**src/rtl/regfile_pkg.sv**
```systemverilog
// regfile_pkg: shared sizes, FSM states and word type for the register file write side
package regfile_pkg;
    localparam int WIDTH = 32;
    localparam int NREGS = 32;
    localparam int ZERO_REG = 31;
    localparam int ADDR_W = 5;
    typedef enum logic {IDLE, CLEAR} state_t;
    typedef logic [WIDTH-1:0] reg_word_t;
endpackage

```
**src/rtl/regfile_writer_decoder.sv**
```systemverilog
// decoder5_32: one-hot write enable from a register index, dual of the read mux
module decoder5_32
    import regfile_pkg::*;
(
    input  logic              en,
    input  logic [ADDR_W-1:0] addr,
    output logic [NREGS-1:0]  onehot
);
    assign onehot = en ? NREGS'(1) << addr : '0;
endmodule

```
**src/rtl/regfile_writer.sv**
```systemverilog
// regfile_writer: staged valid/ready write port, storage array and clear sweep
module regfile_writer
    import regfile_pkg::*;
(
    input  logic                         clk,
    input  logic                         reset_n,
    input  logic                         wr_valid,
    output logic                         wr_ready,
    input  logic [ADDR_W-1:0]            wr_addr,
    input  logic [WIDTH-1:0]             wr_data,
    output logic                         wr_ack,
    input  logic                         clr_req,
    output logic                         clr_done,
    output logic [NREGS-1:0][WIDTH-1:0]  regs_out
);
    state_t                          r_state, w_next;
    logic                            r_stage_v, r_ack, r_clr_done;
    logic [ADDR_W-1:0]               r_stage_addr, r_idx;
    reg_word_t                       r_stage_data;
    logic [NREGS-1:0][WIDTH-1:0]     r_regs;
    logic                            w_last, w_accept, w_commit, w_sweep;
    logic [NREGS-1:0]                w_wen, w_clr;

    always_comb begin
        w_last   = r_idx == ADDR_W'(NREGS - 2);
        wr_ready = r_state == IDLE && !clr_req;
        // clr_req on the clr_done cycle is ignored so one request yields one sweep
        w_next   = r_state == IDLE ? ((clr_req && !r_clr_done) ? CLEAR : IDLE)
                                   : (w_last ? IDLE : CLEAR);
    end

    assign w_accept = wr_valid && wr_ready;
    assign w_commit = r_stage_v && r_stage_addr != ADDR_W'(ZERO_REG);
    assign w_sweep  = r_state == CLEAR;
    assign wr_ack   = r_ack;
    assign clr_done = r_clr_done;

    decoder5_32 u_wr_dec  (.en(w_commit), .addr(r_stage_addr), .onehot(w_wen));
    decoder5_32 u_clr_dec (.en(w_sweep),  .addr(r_idx),        .onehot(w_clr));

    always_ff @(posedge clk) begin
        if (!reset_n) r_state <= IDLE;
        else          r_state <= w_next;
    end

    always_ff @(posedge clk) begin
        if (!reset_n) begin
            r_stage_v    <= 1'b0;
            r_stage_addr <= '0;
            r_stage_data <= '0;
            r_ack        <= 1'b0;
            r_clr_done   <= 1'b0;
            r_idx        <= '0;
        end else begin
            r_stage_v  <= w_accept;
            if (w_accept) begin
                r_stage_addr <= wr_addr;
                r_stage_data <= wr_data;
            end
            r_ack      <= r_stage_v;
            r_clr_done <= w_sweep && w_last;
            r_idx      <= (w_sweep && !w_last) ? r_idx + 1'b1 : '0;
        end
    end

    always_ff @(posedge clk) begin
        if (!reset_n) r_regs <= '0;
        else
            for (int i = 0; i < NREGS; i++)
                if (w_clr[i]) r_regs[i] <= '0;
                else if (w_wen[i]) r_regs[i] <= r_stage_data;
    end

    for (genvar g = 0; g < NREGS; g++) begin : g_out
        assign regs_out[g] = r_regs[g] & {WIDTH{g != ZERO_REG}};
    end
endmodule
```
**config.mk**
```make
export PLATFORM = sky130hd
export DESIGN_NAME = regfile_writer
export DESIGN_NICKNAME = d
export VERILOG_FILES = /design/src/rtl/regfile_pkg.sv /design/src/rtl/regfile_writer_decoder.sv /design/src/rtl/regfile_writer.sv
export SDC_FILE = /design/constraint.sdc
export NUM_CORES = 2
export LEC_CHECK = 0
export BUFFER_PORTS_ARGS = -buffer_cell sky130_fd_sc_hd__buf_4
export CORE_AREA = 2 2 411 413
export DETAILED_ROUTE_END_ITERATION = 10
export DIE_AREA = 0 0 413 415
export PLACE_DENSITY = 0.47
export SYNTH_ARGS = -nofsm -noshare
export SYNTH_HDL_FRONTEND = slang
export SYNTH_SLANG_ARGS = --single-unit
export TNS_END_PERCENT = 5
```
**constraint.sdc**
```tcl
create_clock -name clk -period 2 [get_ports clk]
set_clock_uncertainty 0.15 [all_clocks]
set_input_delay 0.2 -clock clk [delete_from_list [all_inputs] [get_ports clk]]
set_output_delay 0.2 -clock clk [all_outputs]
set_load 0.02 [all_outputs]
```
Word level (Yosys, flattened, before mapping)
Index checks and enable logic that the tools add are counted.
W data, S select, Z words.

operators by class
  shift operators = 2
  equality and inequality tests = 2
  bitwise logic cells = 2
  reduce and logical (&&, ||, !) cells = 41
  multiplexer cells = 5
  add/subtract/negate cells = 1

operators by type and width
  kind                    number
  $mux W31                2
  $reduce_or A2 Y1        31
  $shl A1 B5 Y31 const A  2
  $logic_and A1 B1 Y1     6
  $add A5 B1 Y5 const B   1
  $eq A5 B5 Y1 const B    1
  $ne A5 B5 Y1 const B    1
  $logic_not A1 Y1        3
  $mux W1                 3
  $not A1 Y1              2
  $reduce_and A2 Y1       1

word-level totals
  register bits = 1038
  logic and storage cells = 91

Longest topological paths before layout
  word-level depth = 4
  gate-level depth with buffers = 7

Modules after synthesis
Synthesis repeated with hierarchy kept, for this count alone.

second synthesis, totals
  cell total of the unflattened synthesis = 3647
  area total of the unflattened synthesis = 37597.3 um^2

by module, submodules not included
  module          area an instance (um^2)  sequential area each (um^2)  cells each  times used
  regfile_writer  37129.4                  20779.9                      3553        1
  decoder5_32     234.0                    0.0                          47          2

Least setup slack after synthesis
OpenSTA, ideal clock, no wires.

  path type = register to register
  from = register r_idx[0]
  to = register r_regs (netlist bit regs_out[363])
  path slack = 210 ps
  library setup time = 132 ps
  arrival time = 1508 ps
  cell stages (with the launch flop) = 7
  buffers on the path = 1
  path through = dfxtp_1 ha_1 ha_1 nand2_1 o31ai_1 clkbuf_1 a21oi_1

between the ends
  cells in the longest elaborated chain, start to end = 3

ends and longest elaborated chain
  item                               RTL line                     text
  from (decl)                        regfile_writer.sv:18         logic [ADDR_W-1:0] r_stage_addr, r_idx;
  from (signal assigned)             regfile_writer.sv:62         r_idx <= (w_sweep && !w_last) ? r_idx + 1'b1 : '0;
  $shl A1 B5 Y31                     regfile_writer_decoder.sv:9  assign onehot = en ? NREGS'(1) << addr : '0;
  $mux W31                           regfile_writer_decoder.sv:9
  $reduce_or A2 Y1 (no source line)  n/a
  to (signal, indexed assignment)    regfile_writer.sv:71         else if (w_wen[i]) r_regs[i] <= r_stage_data;
  to (decl)                          regfile_writer.sv:20         logic [NREGS-1:0][WIDTH-1:0] r_regs;

No other way between the ends.
A chain may end at the register's enable or synchronous reset.

Worst setup path after layout
  from = register r_stage_addr[1]
  to = register r_regs (netlist bit regs_out[514])

between the ends
  cells in the longest elaborated chain, start to end = 3

ends and longest elaborated chain
  item                    RTL line                     text
  from (decl)             regfile_writer.sv:18
  from (signal assigned)  regfile_writer.sv:57         r_stage_addr <= wr_addr;
  $ne A5 B5 Y1            regfile_writer.sv:33         assign w_commit = r_stage_v && r_stage_addr != ADDR_W'(ZERO_REG);
  $logic_and A1 B1 Y1     regfile_writer.sv:33
  $mux W31 *              regfile_writer_decoder.sv:9

Every way passes the cells marked *; elsewhere a longest branch is shown, timed or not.

==> results.yml <==
drt:
  first_pass_iters: 6
  routed_wl_microns: 225000
  ant_nets: 0
  drt_iter0_markers: 4586
  viasPerCell: 5.30
  wire_per_inst_microns: 27.9
  num_vias: 42700
  drc: 0
timing:
  fin_crit_ps: 1940
  timing.final.crit_share: 0.970
  setup_viol: 0
  relSlewSlack: 0.580
  grt_setup_unrepaired: "no"
  finalHoldViolations: 0
  slew_viol_final: 0
  setup_ws_ps: 60.5
  max_freq_ghz: 0.516
  worst_slew_pin_slew_ps: 630
critical_path:
  cp-start-kind: "flop"
  reg2reg_depth: 4
  reg2reg_to: "regs_out[514]"
  r2r-start: "r_stage_addr[1]"
  crit_fanout: 100
  cp.depth: 4
  crit_path_end: "regs_out[514]"
  cp-startpoint: "r_stage_addr[1]"
  critPathSlowestCell: "or4b_4"
  r2r_slack_ps: 60
  slowest_delay_ps: 610
  crit_buf_inv: 1
  worstPathCellList: "or4b_4 -> buf_12 -> o21ai_0 -> a21oi_1"
  crit_path_end_kind: "flop"
  crit_type: "reg2reg"
  crit_family: "simple AND/OR/NAND/NOR gates"
  required_ps: 2450
  crit_arrival_ps: 2390
global_routing:
  grt_usage: 0.247
  use_met2: 0.403
  grt_use_met1: 0.314
  grt_pass1_vias: 39000
  grt_overflow_total: 0
  antenna_found_initial: 10
  busiest_layer: "met2"
  grt_max_degree: 109
  grt_pass1_wl_microns: 307000
  use_met3: 0.0502
clocking:
  cts-root-buf: "clkbuf_16"
  cts_tree: "yes"
  clk_latency_ps: 760
  clk_pin_slew_worst_paths_ps: 60
  htreeDepth: 3
  clock-sinks: 1038
  numCtsBuffers: 119
  clock_path_buffers: 3
hold_path:
  min_from: "wr_data[12]"
  hp-class: "in2reg"
die:
  dieWidth_microns: 413
  io_pins: 1068
  core.rowCount: 150
  start_util: 0.240
  dieArea_sq_um: 171000
  die_y_microns: 415
  coreArea_sq_um: 167000
synth:
  synth.distinct_cells: 34
  syn_area_per_cell_sq_um: 8.13
  ys_seq_area_frac: 0.520
  synth_area_sq_um: 39900
  synthCells: 4912
  synth_seq_cells: 1038
  synthTopCellsByArea: "dfxtp_1, nand3_1, a21oi_1, o21ai_0, clkbuf_1"
  yosys_warnings: 0
  yosys.area.top_type: "dfxtp_1"
  synth_top_area_frac: 0.520
placement:
  routabilityCongestion: 0.799
  placed_area_sq_um: 52100
  pre_cts_ws_ps: -54.6
  place_hpwl_microns: 147000
  dp_cells: 7784
  portBuffers: 1035
finish:
  post_layout_nonfiller_instances: 8053
  fin_util: 0.340
  postLayoutCellArea_sq_um: 56600
  final_nets: 5791
  final_common_cell: "buf_4"
  final_cell_mix: "buf_4, dfxtp_1, nand3_1, a21oi_1, o21ai_0"
  fillCellCount: 17500
  drive_above_1_share: 0.272
  syn_to_final_growth_pct: 41.8
run:
  cap_violations: 0
pwr:
  ir_drop_mv: 0.768
  p_leak_nw: 20.5
  power_mw: 46.4
  powerDensity_nw_per_um2: 819
outcome:
  status: "completed"
worst min path at each step:
stage | to | cells past startpoint
floorplan | r_state | 2
global placement | r_stage_data[25] | 3
detailed placement | r_stage_data[19] | 3
CTS | r_stage_data[27] | 4
global route | r_stage_data[24] | 4
finish | r_stage_data[12] | 4
stage by stage:
stage          setup TNS [ps]  hold slack [ps]
2_1_floorplan               0              191
3_3_place_gp            -47.8              308
3_5_place_dp             -314              312
4_1_cts                     0             91.2
5_1_grt                     0              145
6_report                    0              163
worst register-to-register path: stages, from the launching register on:
cell and delay [ps]:
dfxtp_1 350, or4b_4 610, buf_12 210, o21ai_0 420
a21oi_1 90
registers in the layout, summed over array words and instances, names as in the netlist:
name          cells
regs_out        992
r_state           1
r_stage_v         1
clr_done          1
r_stage_addr      5
r_idx             5
r_stage_data     32
wr_ack            1
synthesized netlist by cell type:
library cell,instances
a21boi_0,37
a21oi_1,993
and2_1,3
and4_1,1
and4b_1,3
and4bb_2,3
buf_1,16
buf_2,170
buf_4,54
buf_6,4
clkbuf_1,437
conb_1,1
dfxtp_1,1038
ha_1,6
inv_1,8
nand2_1,80
nand2b_1,6
nand3_1,997
nand3b_1,5
nand4_1,2
nand4b_1,3
nand4bb_1,3
nor2_1,9
nor2b_1,2
nor3b_1,1
nor4b_2,1
o21ai_0,917
o21ai_1,102
o31ai_1,4
or2_1,1
or3b_1,1
or3b_2,1
or4b_4,1
xnor2_1,2
metal layers:
layer  wire length, microns  part of all wire
met1                  91900              0.41
met2                 105000              0.47
met3                  17200             0.076
met4                  10400             0.046
met5                      0                 0
kinds of logic (layout without fill, tap and decap cells):
group / count (synthesis) / count (layout) / share of synthesized area
AOI/OAI and AO/OA: 2053 / 2053 / 0.260
and+or+nand+nor: 1123 / 1123 / 0.141
DFF: 1038 / 1038 / 0.520
buffers and inverters: 689 / 1579 / 0.0759
adders and majority gates: 6 / 6 / 0.00188
xor gates and xnor gates: 2 / 2 / 0.000439
other: 1 / 48 / 0.0000939
repair_timing:
action,in CTS,in global routing
buffers inserted,3,0
gates resized for setup,0,1
endpoints found under the hold margin,224,0
hold buffers,40,0
endpoints found under the setup margin,38,4
pin swaps,1,0
layout make-up:
| class | count | area (sq um) | area share |
|---|---|---|---|
| timing repair buffer | 1361 | 12200 | 0.216 |
| antenna | 16 | 40.0 | 0.000707 |
| clock inverter | 30 | 473 | 0.00835 |
| clock buffer | 180 | 3540 | 0.0625 |
| sequential | 1038 | 20900 | 0.369 |
| tap | 2204 | 2760 | 0.0487 |
| multi-input combinational | 3216 | 16700 | 0.294 |
| inverter | 8 | 30.0 | 0.000530 |
power breakdown:
group          internal, mW  switching [mW]
registers              20.7           0.105
clock network          13.1            9.56
logic                 0.748            2.17
(Power assumes the default switching activity.)
